<file path="src/rtl/fetch_sequencer.sv">
// fetch_sequencer: front-end pipeline sequencer for the RV32 core.
// Boot-loads instruction memory over a valid/ready stream, then drives the
// PC/IF-ID enables and IF/ID, ID/EX flushes from branch and load-use inputs,
// and sequences drain-to-halt and resume.
module fetch_sequencer #(
    parameter int                    ADDR_WIDTH   = 32,
    parameter int                    IMEM_DEPTH   = 256,
    parameter logic [ADDR_WIDTH-1:0] BOOT_PC      = '0,
    parameter int                    DRAIN_CYCLES = 3
) (
    input  logic                          clk,
    input  logic                          rst_n,
    input  logic                          ld_valid,
    output logic                          ld_ready,
    input  logic [ADDR_WIDTH-1:0]         ld_addr,
    input  logic [31:0]                   ld_data,
    input  logic                          ld_last,
    output logic                          imem_we,
    output logic [ADDR_WIDTH-1:0]         imem_waddr,
    output logic [31:0]                   imem_wdata,
    input  logic                          PCSrc_E,
    input  logic                          load_use_hazard,
    input  logic                          halt_req,
    input  logic                          resume_req,
    output logic                          PC_Write,
    output logic                          IF_ID_Write,
    output logic                          IF_ID_Flush,
    output logic                          ID_EX_Flush,
    output logic                          redirect,
    output logic [ADDR_WIDTH-1:0]         redirect_pc,
    output logic                          halted,
    output logic [$clog2(IMEM_DEPTH):0]   loaded_words,
    output logic                          ld_err,
    output logic [2:0]                    state_o
);

    localparam int LW_W = $clog2(IMEM_DEPTH) + 1;
    localparam int DC_W = (DRAIN_CYCLES > 1) ? $clog2(DRAIN_CYCLES + 1) : 1;

    localparam logic [ADDR_WIDTH-1:0] DEPTH_A = ADDR_WIDTH'(IMEM_DEPTH);
    localparam logic [LW_W-1:0]       LW_MAX  = LW_W'(IMEM_DEPTH);
    localparam logic [DC_W-1:0]       DC_INIT = DC_W'(DRAIN_CYCLES);
    localparam logic [DC_W-1:0]       DC_ONE  = DC_W'(1);

    typedef enum logic [2:0] {
        S_LOAD  = 3'd0,
        S_START = 3'd1,
        S_RUN   = 3'd2,
        S_DRAIN = 3'd3,
        S_HALT  = 3'd4
    } state_t;

    state_t                  state;
    logic [DC_W-1:0]         drain_cnt;
    logic [ADDR_WIDTH-1:0]   word_idx;
    logic                    addr_ok;
    logic                    accept;
    logic                    drain_hold;

    assign word_idx    = ld_addr >> 2;
    assign addr_ok     = (ld_addr[1:0] == 2'b00) && (word_idx < DEPTH_A);
    assign ld_ready    = (state == S_LOAD);
    assign accept      = ld_valid && ld_ready;
    assign imem_we     = accept && addr_ok;
    assign imem_waddr  = word_idx;
    assign imem_wdata  = ld_data;
    assign redirect    = (state == S_START);
    assign redirect_pc = BOOT_PC;
    assign halted      = (state == S_HALT);
    assign state_o     = state;

    // A load-use stall in DRAIN freezes the bubble count unless a branch overrides it.
    assign drain_hold  = load_use_hazard && !PCSrc_E;

    // Pipeline enables and flushes, decoded from state and same-cycle hazards.
    always_comb begin
        PC_Write    = 1'b0;
        IF_ID_Write = 1'b0;
        IF_ID_Flush = 1'b0;
        ID_EX_Flush = 1'b0;
        case (state)
            S_LOAD: begin
                IF_ID_Flush = 1'b1;
                ID_EX_Flush = 1'b1;
            end
            S_START: begin
                PC_Write    = 1'b1;
                IF_ID_Flush = 1'b1;
                ID_EX_Flush = 1'b1;
            end
            S_RUN: begin
                if (PCSrc_E) begin
                    PC_Write    = 1'b1;
                    IF_ID_Write = 1'b1;
                    IF_ID_Flush = 1'b1;
                    ID_EX_Flush = 1'b1;
                end else if (load_use_hazard) begin
                    ID_EX_Flush = 1'b1;
                end else begin
                    PC_Write    = 1'b1;
                    IF_ID_Write = 1'b1;
                end
            end
            S_DRAIN: begin
                IF_ID_Flush = 1'b1;
                IF_ID_Write = 1'b1;
                if (PCSrc_E) begin
                    PC_Write    = 1'b1;
                    ID_EX_Flush = 1'b1;
                end else if (load_use_hazard) begin
                    IF_ID_Write = 1'b0;
                    ID_EX_Flush = 1'b1;
                end
            end
            default: ;
        endcase
    end

    // State sequencing plus the loader bookkeeping registers.
    always_ff @(posedge clk or negedge rst_n) begin
        if (!rst_n) begin
            state        <= S_LOAD;
            drain_cnt    <= '0;
            loaded_words <= '0;
            ld_err       <= 1'b0;
        end else begin
            case (state)
                S_LOAD: begin
                    if (imem_we && (loaded_words != LW_MAX))
                        loaded_words <= loaded_words + LW_W'(1);
                    if (accept && !addr_ok)
                        ld_err <= 1'b1;
                    if (accept && ld_last)
                        state <= S_START;
                end
                S_START: state <= S_RUN;
                S_RUN: begin
                    if (halt_req) begin
                        state     <= S_DRAIN;
                        drain_cnt <= DC_INIT;
                    end
                end
                S_DRAIN: begin
                    if (!drain_hold) begin
                        if (drain_cnt <= DC_ONE)
                            state <= S_HALT;
                        else
                            drain_cnt <= drain_cnt - DC_ONE;
                    end
                end
                S_HALT: begin
                    // Loader wins over resume; LOAD entry clears loader status.
                    if (ld_valid) begin
                        state        <= S_LOAD;
                        loaded_words <= '0;
                        ld_err       <= 1'b0;
                    end else if (resume_req) begin
                        state <= S_RUN;
                    end
                end
                default: state <= S_LOAD;
            endcase
        end
    end

endmodule

</file>
<file path="config.mk">
export PLATFORM = sky130hd
export DESIGN_NAME = fetch_sequencer
export DESIGN_NICKNAME = d
export VERILOG_FILES = /design/src/rtl/fetch_sequencer.sv
export SDC_FILE = /design/constraint.sdc
export NUM_CORES = 1
export LEC_CHECK = 0
export CORE_ASPECT_RATIO = 0.75
export CORE_UTILIZATION = 29
export CTS_CLUSTER_SIZE = 12
export DETAILED_ROUTE_END_ITERATION = 8
export GPL_TIMING_DRIVEN = 0
export PLACE_DENSITY = 0.9
export SETUP_SLACK_MARGIN = 0.4
export SLEW_MARGIN = 25
export SYNTH_ARGS = -nofsm -noshare
export SYNTH_HDL_FRONTEND = slang
export SYNTH_SLANG_ARGS = --single-unit
</file>
<file path="constraint.sdc">
create_clock -name clk -period 1.87 [get_ports clk]
set_input_delay 0.374 -clock clk [delete_from_list [all_inputs] [get_ports clk]]
set_output_delay 0.374 -clock clk [all_outputs]
set_load 0.005 [all_outputs]
</file>
==> flow_summary.json, run 1 <==
{
  "rsz0062_at_grt": "yes",
  "cts.sinks": 15,
  "drt-pass1-iter-count": 4,
  "reg2reg_setup_slack_ps": -10,
  "tightest_slew_ps": 721,
  "drive_gt1_share_pct": 50.5,
  "syn2layout_area_growth_pct": 97.5,
  "cts_tree": "done",
  "rr_endpoint": "loaded_words[7]",
  "io_pins": 189,
  "portBuffers": 114,
  "holdPathEnd": "ld_err",
  "die_y_um": 69.6,
  "crit_buf_inv": 2,
  "yosysMostFrequentCell": "buf_4",
  "fin_crit_ps": 1880,
  "diodes": 0,
  "setup_viol": 2,
  "synth_top_area_cell": "buf_4",
  "power_mw": 2.10,
  "post-route-period-util_pct": 101,
  "cp.required_ps": 2040,
  "cp-startpoint": "state_o[1]",
  "power-per-cell-area_mw_per_mm2": 602,
  "seq_area_frac_synth_pct": 21.3,
  "hold_buffers": 0,
  "syn_avg_cell_area_um2": 8.25,
  "ys_ff_latch": 15,
  "cpPeakStageDelay_ps": 550,
  "grt_pass1_wl_um": 9520,
  "async_reset_ff_share_pct": 100,
  "h-tree-depth": 1,
  "skew_ps": 8.41,
  "slowest_stage": "or4_4",
  "hold_violations": 0,
  "netlist_instances": 214,
  "routed-via-count": 2100,
  "drt_wl_total_um": 6330,
  "hold-path-cell-count": 2,
  "stdcell_count": 470,
  "clkLatencyLatePin_ps": 260,
  "vias_per_cell": 4.47,
  "ys_top_cells_by_area": "buf_4 41%, dfrtp_1 21%, a21oi_1 2.8%, nor2_1 2.6%, o31ai_1 2.6%",
  "yosys_warnings": 0,
  "crit_chain": "buf_6, nor3b_4, buf_4, nand4_1, or4_4, a21oi_1",
  "drt_iter0_drc": 155,
  "critPathLaunchType": "register",
  "path_clk_slew_ps": 60,
  "fmax_ghz": 0.531,
  "synthTopCellsByCount": "96 x buf_4, 15 x dfrtp_1, 12 x nor2_1",
  "die_x_um": 92.1,
  "leakagePower_nw": 1.81,
  "synth_area_mm2": 0.00177,
  "cap_viol_max_count": 0,
  "grt_overflow": 0,
  "slew_viol_final": 0,
  "cts_buffers": 3,
  "hold_class": "register to register",
  "end_kind": "register",
  "outcome": "finished with violations",
  "synth_ff_type": "dfrtp_1",
  "slew_headroom_pct": 51.8,
  "dp_hpwl_um": 4210,
  "finalNetCount": 468,
  "ff2ff_path_depth": 6,
  "path_class": "register to register",
  "post-place-cells": 439,
  "critPathArrivalTime_ps": 2050,
  "cts_max_path_buffers": 2,
  "row_count": 24,
  "ys_types": 36,
  "globalplace.congestion": 0.776,
  "max-vdd-ir-drop_uv": 275,
  "drtAntennaViolNets": 0,
  "wire_per_inst_um": 13.5,
  "violations": "setup timing",
  "reg2reg_from": "state_o[1]",
  "min-delay-start": "ld_err",
  "synth_top_area_share_pct": 40.8,
  "root_buffer": "clkbuf_8",
  "core_area_mm2": 0.00586,
  "grt_pass1_vias": 1952,
  "fill_cells": 470,
  "cp_top_family": "simple AND/OR/NAND/NOR gates",
  "grt_max_degree": 16,
  "setup_slack_ps": -13.7,
  "grt_antenna_before_repair": 0,
  "route.detailed.drc": 0,
  "path_max_fanout": 5,
  "hold_slack_ps": 525,
  "grt_use_total_pct": 18.5,
  "die_area_mm2": 0.00641,
  "initial_core_util_pct": 30.1,
  "synth_edf_count": 0
}
==> through the flow <==
stage	setup TNS [ps]	setup slack (ps)	utilization [%]	instance area, um^2
CTS	0	66.7	58.5	3420
finish	-19.3	-13.7	59.6	3490
detailed placement	-6030	-917	54.6	3200
global placement	-5710	-928	54.6	3200
global route	-344	-87.8	59.6	3490
floorplan	0	257	-	1960
==> how the worst max path moves through the flow <==
| stage | end | slack (ps) | cells after the start |
|---|---|---|---|
| 2_1_floorplan | loaded_words[2] | 260 | 5 |
| 3_5_place_dp | imem_we | -920 | 6 |
| 3_3_place_gp | imem_we | -930 | 6 |
| 4_1_cts | imem_we | 70 | 5 |
| 5_1_grt | loaded_words[3] | -90 | 7 |
| 6_report | loaded_words[7] | -10 | 6 |
==> area by class of cell <==
cell class              instances  area, um^2  area share (%)
plain buffers                 101         769            22.1
clock buffers                   4        45.0            1.29
inverters                       7        26.3           0.753
multi-input cells             124         918            26.3
flip-flops and latches         15         382            10.9
well taps                      78        97.6            2.80
repair buffers                141        1250            35.8
==> cell usage in the layout (no fill, tap or decap), types with 5 or more instances in the layout <==
cell type | Yosys | routed
nor4_4 | 2 | 6
dlymetal6s2s_1 | 0 | 6
nor2_1 | 12 | 10
buf_6 | 1 | 5
buf_2 | 1 | 17
nand4_1 | 7 | 7
nand2_1 | 6 | 5
clkdlybuf4s15_2 | 0 | 8
dfrtp_2 | 0 | 5
clkdlybuf4s50_1 | 0 | 53
buf_4 | 96 | 124
conb_1 | 1 | 34
a21oi_1 | 10 | 7
inv_1 | 7 | 7
dlygate4sd2_1 | 0 | 25
dfrtp_1 | 15 | 10
==> where the power goes <==
part           switching [mW]  internal, mW
clock network           0.122         0.151
logic                   0.586         0.759
registers              0.0777         0.401
total                   0.786          1.31
==> registers in the layout, indices dropped and copies added (netlist names) <==
signal / count
loaded_words: 9
drain_cnt: 2
ld_err: 1
state_o: 3
==> what timing repair did <==
action / 4_1_cts / 5_1_grt
gates resized for setup: 169 / 19
buffers inserted: 25 / 2
pin swaps: 19 / 6
endpoints found under the setup margin: 53 / 27
==> logic make-up (layout without fill, tap and decap cells) <==
kind of cell | count (synthesis) | in the layout | share of synthesized area (%)
buf+inv | 108 | 253 | 43.9
simple gates | 58 | 58 | 21.4
compound gates | 27 | 27 | 9.85
flops | 15 | 15 | 21.3
fa+ha+maj | 3 | 3 | 2.13
mux | 2 | 2 | 1.28
other cells | 1 | 34 | 0.212
==> worst min-delay path: stages (launching register included) <==
cell and delay [ps]:
dfrtp_1 370, inv_1 60, a21oi_1 50
==> per-layer routing <==
| layer | GRT usage (%) | wire length [um] |
|---|---|---|
| met5 | 0 | 0 |
| met4 | 4.51 | 90 |
| met3 | 4.93 | 559 |
| met2 | 34.6 | 3350 |
| met1 | 20.6 | 2330 |
(Power assumes the default switching activity.)
==> inputs of run 2 (changes only) <==
--- a/config.mk
+++ b/config.mk
@@ -5,12 +5,13 @@
 export SDC_FILE = /design/constraint.sdc
 export NUM_CORES = 1
 export LEC_CHECK = 0
-export CORE_ASPECT_RATIO = 0.75
-export CORE_UTILIZATION = 29
+export CORE_AREA = 2 2 73 75
 export CTS_CLUSTER_SIZE = 12
 export DETAILED_ROUTE_END_ITERATION = 8
+export DIE_AREA = 0 0 75 77
+export DONT_BUFFER_PORTS = 1
 export GPL_TIMING_DRIVEN = 0
-export PLACE_DENSITY = 0.9
+export PLACE_DENSITY = 0.58
 export SETUP_SLACK_MARGIN = 0.4
 export SLEW_MARGIN = 25
 export SYNTH_ARGS = -nofsm -noshare
==> flow_summary.json, run 2 (same netlist as run 1, synthesis figures left out) <==
{
  "seqPwrFrac_pct": 30.6,
  "reg2reg_setup_slack_ps": 60,
  "end_kind": "register",
  "power-per-cell-area_mw_per_mm2": 728,
  "cts_max_path_buffers": 2,
  "slew_viol_final": 0,
  "skew_ps": 2.38,
  "wire_per_inst_um": 12.4,
  "critPathArrivalTime_ps": 1950,
  "core_area_mm2": 0.00498,
  "reg2reg_from": "state_o[1]",
  "dp_hpwl_um": 3380,
  "hold_violations": 0,
  "cp_top_family": "simple AND/OR/NAND/NOR gates",
  "fill_cells": 514,
  "cp.depth": 5,
  "clkLatencyLatePin_ps": 250,
  "root_buffer": "clkbuf_8",
  "largest_register_ff_count": 9,
  "initial_core_util_pct": 35.5,
  "post-route-period-util_pct": 97.0,
  "p_switching_uw": 635,
  "max-vdd-ir-drop_uv": 782,
  "die_y_um": 77,
  "die_x_um": 75,
  "grt_antenna_before_repair": 0,
  "crit_buf_inv": 1,
  "internal_power_mw": 1.04,
  "portBuffers": 0,
  "route.detailed.drc": 0,
  "cts_tree": "done",
  "mostFrequentLayoutCells": "108 x buf_4, 34 x conb_1, 13 x dfrtp_1",
  "grt_use_total_pct": 12.9,
  "diodes": 0,
  "cts_buffers": 3,
  "row_count": 26,
  "cp-startpoint": "state_o[1]",
  "grt_pass1_wl_um": 5980,
  "drt-pass1-iter-count": 4,
  "cp.required_ps": 2000,
  "grt_overflow": 0,
  "path_class": "register to register",
  "h-tree-depth": 1,
  "hold_slack_ps": 210,
  "grt_max_degree": 16,
  "critical_path.endpoint": "loaded_words[0]",
  "cpPeakStageDelay_ps": 410,
  "rsz0062_at_grt": "yes",
  "outcome": "finished, final reports clean",
  "die_area_mm2": 0.00578,
  "power.share.clock_pct": 16.1,
  "path_clk_slew_ps": 60,
  "io_pins": 189,
  "slew_headroom_pct": 51.7,
  "tightest_slew_ps": 722,
  "drive_gt1_share_pct": 56.3,
  "rr_endpoint": "loaded_words[0]",
  "ff2ff_path_depth": 5,
  "layout_commonest_cell": "buf_4",
  "routed-via-count": 1447,
  "swShare_pct": 37.9,
  "cts.sinks": 15,
  "drtAntennaViolNets": 0,
  "vias_per_cell": 4.35,
  "syn2layout_area_growth_pct": 30.2,
  "finalNetCount": 339,
  "critPathLaunchType": "register",
  "fin_crit_ps": 1810,
  "setup_viol": 0,
  "cap_viol_max_count": 0,
  "fmax_ghz": 0.551,
  "grt_pass1_vias": 1351,
  "path_max_fanout": 5,
  "leakagePower_nw": 1.13,
  "hold_class": "primary input to register",
  "globalplace.congestion": 0.761,
  "drt_iter0_drc": 80,
  "power_mw": 1.67,
  "drt_wl_total_um": 4130,
  "pwr-share-comb_pct": 53.3,
  "crit_chain": "buf_6, nor3b_4, nand4b_1, nor3_2, mux2_4",
  "regMostFlops": "loaded_words",
  "slowest_stage": "dfrtp_1"
}
## run 2: cell types whose count changed in the layout (fill, tap and decap cells not counted), sizes merged
| cell | before | now |
|---|---|---|
| buf | 146 | 110 |
| dlygate4sd2 | 25 | 0 |
| dlygate4sd3 | 0 | 1 |
| clkdlybuf4s50 | 53 | 0 |
| clkdlybuf4s15 | 8 | 0 |
| clkbuf | 8 | 6 |
| dlymetal6s2s | 6 | 0 |
## run 2: worst min path at each step
stage	start	to	slack, ps	cells after the start
floorplan	rst_n	drain_cnt[0]	80	0
global placement	rst_n	loaded_words[4]	80	0
detailed placement	rst_n	loaded_words[4]	80	0
CTS	resume_req	state_o[2]	210	1
global route	resume_req	state_o[2]	210	1
finish	resume_req	state_o[2]	210	1
## run 2: cell type report
type | count | area, um^2 | share of cell area, %
buffer | 101 | 776 | 33.8
timing repair buffer | 12 | 92.6 | 4.03
multi-input combinational | 124 | 893 | 38.9
tap | 70 | 87.6 | 3.81
clock buffer | 4 | 45.0 | 1.96
sequential | 15 | 378 | 16.4
inverter | 7 | 26.3 | 1.14
## run 2: per-layer routing
layer  track usage [%]  share of wire [%]  wire (um)  vias up
met2              21.8                 54       2220       75
li1                  -                  -          -      705
met3              5.12                9.9        410        4
met5                 0                  0          0        -
met4              2.86               0.94         39        0
met1              15.0                 35       1450      663
## run 2: power groups by stage
stage | clock network, mW | registers [mW] | logic [mW]
floorplan | 0 | 0.474 | 0.617
global placement | 0 | 0.504 | 0.707
detailed placement | 0 | 0.508 | 0.718
CTS | 0.278 | 0.511 | 0.866
global route | 0.295 | 0.526 | 0.991
finish | 0.269 | 0.512 | 0.892
## run 2: worst register-to-register path: stages (launching register included)
cell      delay [ps]
dfrtp_1          410
buf_6            140
nor3b_4          240
nand4b_1         240
nor3_2           350
mux2_4           330
## run 2: timing repair
| action | in CTS | in global routing |
|---|---|---|
| hold endpoints to repair | 15 | 0 |
| setup buffers | 10 | 1 |
| pin swaps | 11 | 3 |
| gates resized for setup | 21 | 15 |
| hold buffers | 1 | 0 |
| endpoints found under the setup margin | 17 | 20 |
## run 2: metrics by stage
| stage | TNS, ps | instances | setup WS (ps) | utilization, % | instance area, um^2 |
|---|---|---|---|---|---|
| floorplan | 0 | 247 | 257 | - | 1960 |
| global placement | 0 | 317 | 30.2 | 41.1 | 2050 |
| detailed placement | 0 | 317 | 26.2 | 41.1 | 2050 |
| CTS | 0 | 332 | 45.2 | 45.1 | 2240 |
| global route | -108 | 333 | -39.4 | 46.2 | 2300 |
| finish | 0 | 333 | 55.6 | 46.2 | 2300 |
